### config.mk
export PLATFORM = sky130hd
export DESIGN_NAME = acc_arbiter
export DESIGN_NICKNAME = d
export VERILOG_FILES = /design/src/rtl/acc_arbiter_pkg.sv /design/src/rtl/acc_arbiter_rr_pick.sv /design/src/rtl/acc_arbiter.sv
export SDC_FILE = /design/constraint.sdc
export NUM_CORES = 1
export LEC_CHECK = 0
export ABC_AREA = 1
export CAP_MARGIN = 20
export CORE_ASPECT_RATIO = 0.8
export CORE_MARGIN = 1
export CORE_UTILIZATION = 58
export CTS_CLUSTER_SIZE = 16
export DETAILED_ROUTE_END_ITERATION = 8
export DONT_BUFFER_PORTS = 1
export PLACE_DENSITY = 0.76
export SLEW_MARGIN = 20
export SYNTH_ARGS = -nofsm -noshare
export SYNTH_HDL_FRONTEND = slang
export SYNTH_SLANG_ARGS = --single-unit
### constraint.sdc
create_clock -name clock -period 1.5 [get_ports clock]
set_input_delay 0.375 -clock clock [delete_from_list [all_inputs] [get_ports clock]]
set_output_delay 0.375 -clock clock [all_outputs]
set_load 0.01 [all_outputs]
### src/rtl/acc_arbiter_pkg.sv
// Shared state encoding, default widths and index-width helper for the accumulator arbiter.
package acc_arbiter_pkg;

  typedef enum logic [1:0] {
    IDLE  = 2'd0,
    WRITE = 2'd1,
    DONE  = 2'd2
  } state_e;

  localparam int DEF_DATA_WIDTH = 32;
  localparam int DEF_NUM_REQ    = 4;

  function automatic int idx_width(input int n);
    return (n > 1) ? $clog2(n) : 1;
  endfunction

endpackage

### src/rtl/acc_arbiter_rr_pick.sv
// Combinational round-robin winner selection: first requester at or above ptr, else wrap to lowest.
module rr_pick
  import acc_arbiter_pkg::*;
#(
  parameter int NumReq = DEF_NUM_REQ,
  parameter int IdxW   = idx_width(NumReq)
) (
  input  logic [NumReq-1:0] req,
  input  logic [IdxW-1:0]   ptr,
  output logic              req_any,
  output logic [NumReq-1:0] onehot,
  output logic [IdxW-1:0]   idx
);

  logic [NumReq-1:0] upper_mask;
  logic [NumReq-1:0] masked;
  logic [NumReq-1:0] pool;

  genvar gi;
  generate
    for (gi = 0; gi < NumReq; gi++) begin : g_mask
      assign upper_mask[gi] = (IdxW'(gi) >= ptr);
    end
  endgenerate

  // Requests at or above the pointer take priority; only when none exist do we wrap.
  assign masked  = req & upper_mask;
  assign pool    = (|masked) ? masked : req;
  assign req_any = |req;

  always_comb begin
    onehot = '0;
    idx    = '0;
    for (int i = NumReq - 1; i >= 0; i--) begin
      if (pool[i]) begin
        onehot    = '0;
        onehot[i] = 1'b1;
        idx       = IdxW'(i);
      end
    end
  end

endmodule

### src/rtl/acc_arbiter.sv
// Round-robin arbiter giving NumReq requesters one-at-a-time access to an accumulator load port.
// Define ACC_ARBITER_LOCK_EN to add the Lock input for back-to-back read-modify-write writes.
module acc_arbiter
  import acc_arbiter_pkg::*;
#(
  parameter int DataWidth = DEF_DATA_WIDTH,
  parameter int NumReq    = DEF_NUM_REQ
) (
  input  logic                        clock,
  input  logic                        reset_n,
  input  logic [NumReq-1:0]           Req,
  input  logic [NumReq*DataWidth-1:0] ReqData,
`ifdef ACC_ARBITER_LOCK_EN
  input  logic [NumReq-1:0]           Lock,
`endif
  output logic [NumReq-1:0]           Grant,
  output logic [NumReq-1:0]           Ack,
  output logic                        ACCInEn,
  output logic [DataWidth-1:0]        ACCDataIn,
  input  logic                        ACCNeg,
  input  logic                        ACCZero,
  output logic                        ResultNeg,
  output logic                        ResultZero,
  output logic                        Busy
);

  localparam int              IdxW    = idx_width(NumReq);
  localparam logic [IdxW-1:0] LastIdx = IdxW'(NumReq - 1);

  state_e               state_q, state_d;
  logic [IdxW-1:0]      ptr_q, ptr_d;
  logic [IdxW-1:0]      winner_q, winner_d;
  logic [NumReq-1:0]    grant_q, grant_d;
  logic [NumReq-1:0]    ack_q, ack_d;
  logic                 acc_in_en_q, acc_in_en_d;
  logic [DataWidth-1:0] acc_data_q, acc_data_d;
  logic                 res_neg_q, res_neg_d;
  logic                 res_zero_q, res_zero_d;
  logic                 busy_q, busy_d;

  logic [DataWidth-1:0] req_data_arr [NumReq];
  logic                 pick_any;
  logic [NumReq-1:0]    pick_onehot;
  logic [IdxW-1:0]      pick_idx;
  logic                 lock_hold;
  logic [IdxW-1:0]      ptr_after;

  genvar gi;
  generate
    for (gi = 0; gi < NumReq; gi++) begin : g_slice
      assign req_data_arr[gi] = ReqData[gi*DataWidth +: DataWidth];
    end
  endgenerate

  rr_pick #(
    .NumReq (NumReq),
    .IdxW   (IdxW)
  ) u_pick (
    .req     (Req),
    .ptr     (ptr_q),
    .req_any (pick_any),
    .onehot  (pick_onehot),
    .idx     (pick_idx)
  );

`ifdef ACC_ARBITER_LOCK_EN
  assign lock_hold = Lock[winner_q] & Req[winner_q];
`else
  assign lock_hold = 1'b0;
`endif

  assign ptr_after = (winner_q == LastIdx) ? '0 : winner_q + IdxW'(1);

  always_ff @(posedge clock or negedge reset_n) begin
    if (!reset_n) begin
      state_q     <= IDLE;
      ptr_q       <= '0;
      winner_q    <= '0;
      grant_q     <= '0;
      ack_q       <= '0;
      acc_in_en_q <= 1'b0;
      acc_data_q  <= '0;
      res_neg_q   <= 1'b0;
      res_zero_q  <= 1'b1;
      busy_q      <= 1'b0;
    end else begin
      state_q     <= state_d;
      ptr_q       <= ptr_d;
      winner_q    <= winner_d;
      grant_q     <= grant_d;
      ack_q       <= ack_d;
      acc_in_en_q <= acc_in_en_d;
      acc_data_q  <= acc_data_d;
      res_neg_q   <= res_neg_d;
      res_zero_q  <= res_zero_d;
      busy_q      <= busy_d;
    end
  end

  always_comb begin
    state_d = state_q;
    case (state_q)
      IDLE:    if (pick_any) state_d = WRITE;
      WRITE:   state_d = DONE;
      DONE:    state_d = lock_hold ? WRITE : IDLE;
      default: state_d = IDLE;
    endcase
  end

  // Ack and result flags register on entry to DONE so they appear together in the DONE cycle.
  always_comb begin
    ptr_d       = ptr_q;
    winner_d    = winner_q;
    grant_d     = grant_q;
    ack_d       = '0;
    acc_in_en_d = 1'b0;
    acc_data_d  = acc_data_q;
    res_neg_d   = res_neg_q;
    res_zero_d  = res_zero_q;
    case (state_q)
      IDLE: begin
        grant_d = '0;
        if (pick_any) begin
          grant_d     = pick_onehot;
          winner_d    = pick_idx;
          acc_data_d  = req_data_arr[pick_idx];
          acc_in_en_d = 1'b1;
        end
      end
      WRITE: begin
        ack_d      = grant_q;
        res_neg_d  = ACCNeg;
        res_zero_d = ACCZero;
      end
      DONE: begin
        if (lock_hold) begin
          acc_data_d  = req_data_arr[winner_q];
          acc_in_en_d = 1'b1;
        end else begin
          grant_d = '0;
          ptr_d   = ptr_after;
        end
      end
      default: grant_d = '0;
    endcase
    busy_d = (state_d != IDLE);
  end

  assign Grant      = grant_q;
  assign Ack        = ack_q;
  assign ACCInEn    = acc_in_en_q;
  assign ACCDataIn  = acc_data_q;
  assign ResultNeg  = res_neg_q;
  assign ResultZero = res_zero_q;
  assign Busy       = busy_q;

endmodule

; Yosys cells after proc, flatten, opt, wreduce, memory -nomap -nowiden
; Index checks and enable logic that the tools add are counted.
[totals]
regBits = 50
latch_bits = 0
ram_bits = 0
rom_bits = 0
output_inout_bits = 44
word_cells = 46
mem_count = 0
[op_classes]
addsub = 1
n_mul = 0
div_mod_pow = 0
order_cmp = 5
eq_ne = 3
n_shift = 0
mux = 20
n_bitwise = 2
reduce_logical = 5
[ops]
columns = operator, n
row1 = binary-select mux 32 bit (select 2 bit), 1
row2 = two-way mux 32 bit, 2
row3 = two-way mux 4 bit, 7
row4 = two-way mux 2 bit, 6
row5 = case mux 4 bit (2 select lines), 1
row6 = OR reduction 4 bit, 2
row7 = AND 4 bit, 1
row8 = "equality test 2 bit, second input constant", 2
row9 = "greater-or-equal comparator 1 x 2 -> 1 bit, first input constant", 2
row10 = "greater-or-equal comparator 2 bit, first input constant", 2
row11 = case mux 2 bit (2 select lines), 1
row12 = "greater-or-equal comparator 3 bit, second input constant", 1
row13 = NOT 2 -> 3 bit, 1
row14 = "adder 2 x 1 -> 2 bit, second input constant", 1
row15 = "equality test 2 x 1 -> 1 bit, second input constant", 1
row16 = zero test 2 bit, 1
row17 = two-way mux 1 bit, 2
row18 = AND reduction 2 bit, 1
row19 = nonzero test 2 bit, 1

; Longest topological paths before layout
[depth]
depth_word = 12
mapped_depth = 12
ltp_nobuf = 11

; Cells and area by module
; A second synthesis with hierarchy kept.
[unflattened]
hier_cells = 522
area_unflattened_um2 = 3245.6
[modules_own_cells]
columns = mod, instances, cells_each, area_each_um2, seq_area_each_um2
row1 = acc_arbiter, 1, 491, 3079.2, 1252.5
row2 = rr_pick, 1, 31, 166.4, 0.0

; Least setup slack after synthesis
; No wires, ideal clock.
[synth_timing]
kind = flip-flop to flip-flop
from = reg ptr_q[1]
to = reg acc_data_q[13], in the netlist ACCDataIn[13]
t_arrival_ns = 1.398
path_slack_ns = -0.017
path_stages_with_launch = 9
n_path_buf = 1
cell_sequence = dfrtp_1 nand2_1 nand2_2 nand4_2 nand3_4 clkbuf_1 or2_2 a21oi_1 nor2_1
[synth_between]
elab_chain_cells = 12
word_cells_on_any_way = 15
cone_classes = order compare (4) / mux (8) / bitwise (2) / reduce/logical (1)
[synth_rtl]
columns = element, line_no
row1 = from (decl), acc_arbiter.sv:31  ; logic [IdxW-1:0] ptr_q, ptr_d;
row2 = from (signal assigned), acc_arbiter.sv:88  ; ptr_q <= ptr_d;
row3 = greater-or-equal comparator 1 x 2 -> 1 bit / greater-or-equal comparator 2 bit (equally long branches), acc_arbiter_rr_pick.sv:22  ; assign upper_mask[gi] = (IdxW'(gi) >= ptr);
row4 = AND 4 bit (*), acc_arbiter_rr_pick.sv:27  ; assign masked = req & upper_mask;
row5 = OR reduction 4 bit, acc_arbiter_rr_pick.sv:28  ; assign pool = (|masked) ? masked : req;
row6 = two-way mux 4 bit (*), acc_arbiter_rr_pick.sv:28
row7 = two-way mux 2 bit (3 in a row), acc_arbiter_rr_pick.sv:35  ; if (pool[i]) begin
row8 = two-way mux 2 bit (*), acc_arbiter_rr_pick.sv:35
row9 = NOT 2 -> 3 bit (implied by the code) (*), acc_arbiter.sv:126  ; acc_data_d = req_data_arr[pick_idx];
row10 = binary-select mux 32 bit (select 2 bit) (*), acc_arbiter.sv:126
row11 = two-way mux 32 bit (implied by the code) (*) (2 in a row), acc_arbiter.sv:126
row12 = to (signal assigned), acc_arbiter.sv:93  ; acc_data_q <= acc_data_d;
row13 = to (decl), acc_arbiter.sv:36  ; logic [DataWidth-1:0] acc_data_q, acc_data_d;
; Mark *: on every way between the ends. The rest lies on a longest branch, timed or not. The select of a mux whose other input is x is not followed.
; A chain may end at the register's enable or synchronous reset.

; Worst setup path in the final report
[layout_timing]
from = reg ptr_q[1]
to = reg acc_data_q[28], in the netlist ACCDataIn[28]
; The elaborated chain is that of the path after synthesis.

==> summary.txt <==
Status
  • Status: complete, but fails checks
  • Failing checks: hold timing, setup timing

Setup path
  • CP endpoint kind: register
  • Slack of the worst reg-to-reg path: -140 ps
  • Critical Path, Cell by Cell: nand2_2 > nand2_4 > nand3_4 > nand2_4 > nand2_4 > buf_12 > nand2_8 > clkinv_8 > buf_8 > nand2_2 > nand2_2 > nand2_2 > nand3_2
  • Worst path max stage delay: 410 ps
  • Startpoint types: register
  • Worst Setup SP: ptr_q[1]
  • Crit Path Max Fanout: 6
  • Crit path buffers/inverters: 3
  • CP arrival: 1840 ps
  • Worst path slowest cell: dfrtp_1
  • Crit path to: ACCDataIn[28]
  • WP data required: 1700 ps
  • FF-to-FF End: ACCDataIn[28]
  • Worst R2R Start: ptr_q[1]
  • Worst-case reg-to-reg path depth: 13
  • Worst path depth: 13
  • Kind of cell adding the most delay to the critical path: simple AND/OR/NAND/NOR gates
  • CP dominant cell by count: nand2_2
  • Crit path kind: register to register

Synthesis
  • Syn Area/Cell: 6.83 um^2
  • Gate Count Post-Synth: 477
  • Synth Net Count: 614
  • Post-synthesis sequential area ratio: 38.5%
  • Post-synth EDFFs: 0
  • Cell area after synthesis: 3260 um^2
  • Yosys cell types: 32
  • Syn. warnings: 0
  • Synth top area share: 37.6%
  • Synth area leader: dfrtp_1
  • Predominant post-synthesis flop cell: dfrtp_1
  • Register bit total from synthesis: 50
  • Asr flop ratio synth: 100%
  • Area contributors post-synth: dfrtp_1 38%, nand2_1 19%, nand3_1 10%

Placement
  • PortBufs: 0
  • Dpl ws: -211 ps
  • Hpwl dp: 5.92 mm
  • Placed cell areas: 3600 um^2
  • Placed cell count: 560
  • Final Wtd Congestion: 0.838

Die
  • Starting Density: 59.9%
  • Die H: 69.0 um
  • Core Rows: 24
  • Die Wd: 85.8 um
  • Die Area: 5920 um^2
  • IO Count: 180
  • Core ar.: 5440 um^2

Global route
  • Vias in the first global route: 2895
  • Grt ovf: 0
  • All-Layer GR Usage: 27.7%
  • First-pass GRT wire length: 13.1 mm
  • Largest net degree at the start of global routing: 51
  • Initial antenna violation count: 0

Final layout
  • Sequential cell area: 1250 um^2
  • Area occupied by multi-input gates: 1790 um^2
  • Utilization after layout: 72.7%
  • Synth-to-Final Area Change: 21.4%
  • Count of non-filler cells in the finished layout: 576
  • Layout cell share with drive strength beyond 1: 22.3%
  • Diodes inserted: 0
  • Design Area, Final: 3950 um^2
  • Commonest non-fill, non-tap cells in the layout: 148 x nand2_1, 66 x nand3_1, 57 x inv_1
  • Final net count: 634
  • Commonest non-fill, non-tap cell in the layout: nand2_1
  • FILL cells: 443

Timing
  • Crit share post-route: 109%
  • Slew @ Worst Pin: 272 ps
  • Final setup viols: 31
  • Final setup margin: -135 ps
  • Hold slack: -251 ps
  • Final Hold Vio Count: 50
  • RSZ-0062 raised after global routing: yes
  • Fmax: 611 MHz
  • Slew headroom: 81.8%
  • Fin crit period: 1640 ps
  • Skew final: 12.3 ps
  • Max-slew violations: 0

Drt
  • Initial drt markers: 126
  • Vias: 3083
  • Routed WL: 8.22 mm
  • Post-route ant nets: 0
  • TritonRoute pass-1 iters: 4
  • Vias per inst: 5.35
  • Avg WL per Cell: 14.3 um
  • # DRC: 0

CTS
  • Num CTS Buffers: 5
  • CTS Buffer Depth: 2
  • Clock-pin slew on the worst setup and hold paths: 100 ps
  • TritonCTS clock tree: yes
  • CTS root buffer: clkbuf_8
  • Clk_lat worst skew: 310 ps
  • CTS H-tree depth: 2
  • Sink Count: 50

Power
  • P_sw: 3590 uW
  • Leak: 0.00203 uW
  • Sequential power share: 33.4%
  • Total power: 7980 uW
  • Internal power: 4390 uW
  • VDD IR max: 982 uV
  • Combinational share of power: 56.1%
  • Pwr/cell area: 2020 nW/um^2
  • Clk network pwr share: 10.6%
  • Sw Ratio: 45.0%

Min path
  • Tightest Hold Check Type: input pin to asynchronous set/reset pin

Flow run
  • Max-cap viol count: 0
## worst reg2reg max path: cells and delay by family (launching register included)
kind / cells / cell delay, ps
simple gates: 10 / 770
flops: 1 / 410
buf+inv: 3 / 350
## power by group through the flow
stage / combinational (uW) / sequential [uW] / clock, uW
after floorplan: 2890 / 2560 / 0
after global placement: 3800 / 2670 / 0
after detailed placement: 3910 / 2680 / 0
after CTS: 4130 / 2670 / 864
after global routing: 4960 / 2720 / 916
final: 4470 / 2660 / 843
## state kept, by name (all words and copies together) (netlist names), 2 cells and up
name	cells
ACCDataIn	32
Ack	4
Grant	4
ptr_q	2
state_q	2
winner_q	2
## cell usage after synthesis (4+ instances only)
cell type / instances
nand2_1: 163
or2_2: 12
inv_1: 57
dfrtp_1: 49
buf_2: 10
or2_1: 8
nor2_1: 27
nand2_2: 4
nand3_1: 68
buf_4: 10
a21oi_1: 21
or2_0: 18
## repair_timing
item / in CTS / in global routing
endpoints found under the setup margin: 33 / 35
endpoints found under the hold margin: 50 / 50
gates resized for setup: 16 / 25
pin swaps: 7 / 9
setup buffers: 4 / 4
cloned: 1 / 1
## how the worst min path moves through the flow
stage / endpoint / depth (start not counted) / slack (ps) / start
after floorplan: ACCDataIn[0] / 0 / 80 / reset_n
after global placement: Ack[0] / 0 / 80 / reset_n
after detailed placement: Busy / 0 / 80 / reset_n
after CTS: ACCDataIn[26] / 0 / -260 / reset_n
after global routing: ACCDataIn[26] / 0 / -280 / reset_n
final: ACCDataIn[26] / 0 / -250 / reset_n
## cell type report
cell class / count / share of cell area, %
Clock buffer: 6 / 2.09
Clock inverter: 2 / 0.411
Inverter: 62 / 6.27
Multi-Input combinational cell: 341 / 45.3
Sequential cell: 50 / 31.7
Tap cell: 78 / 2.47
Timing Repair Buffer: 37 / 11.8
## stage by stage
step / TNS (ps) / hold WS [ps]
final: -3450 / -251
after global routing: -6380 / -276
after CTS: -2540 / -261
after detailed placement: -4700 / 80.3
after global placement: -2930 / 80.3
after floorplan: -29.3 / 79.4
## layer usage
metal	share of wire [%]	GRT usage, %
met3	6.9	7.43
met4	1.4	6.85
met1	42	33.9
met5	0	0
met2	50	48.3
## kinds of logic (layout without fill, tap and decap cells)
group           after synthesis  after routing  synth area share [%]
compound gates               30             30                  5.03
simple gates                310            310                  43.9
buf+inv                      86            107                  12.2
flops                        50             50                  38.5
fa+ha+maj                     1              1                 0.384
Power figures use the tool's default switching activity.
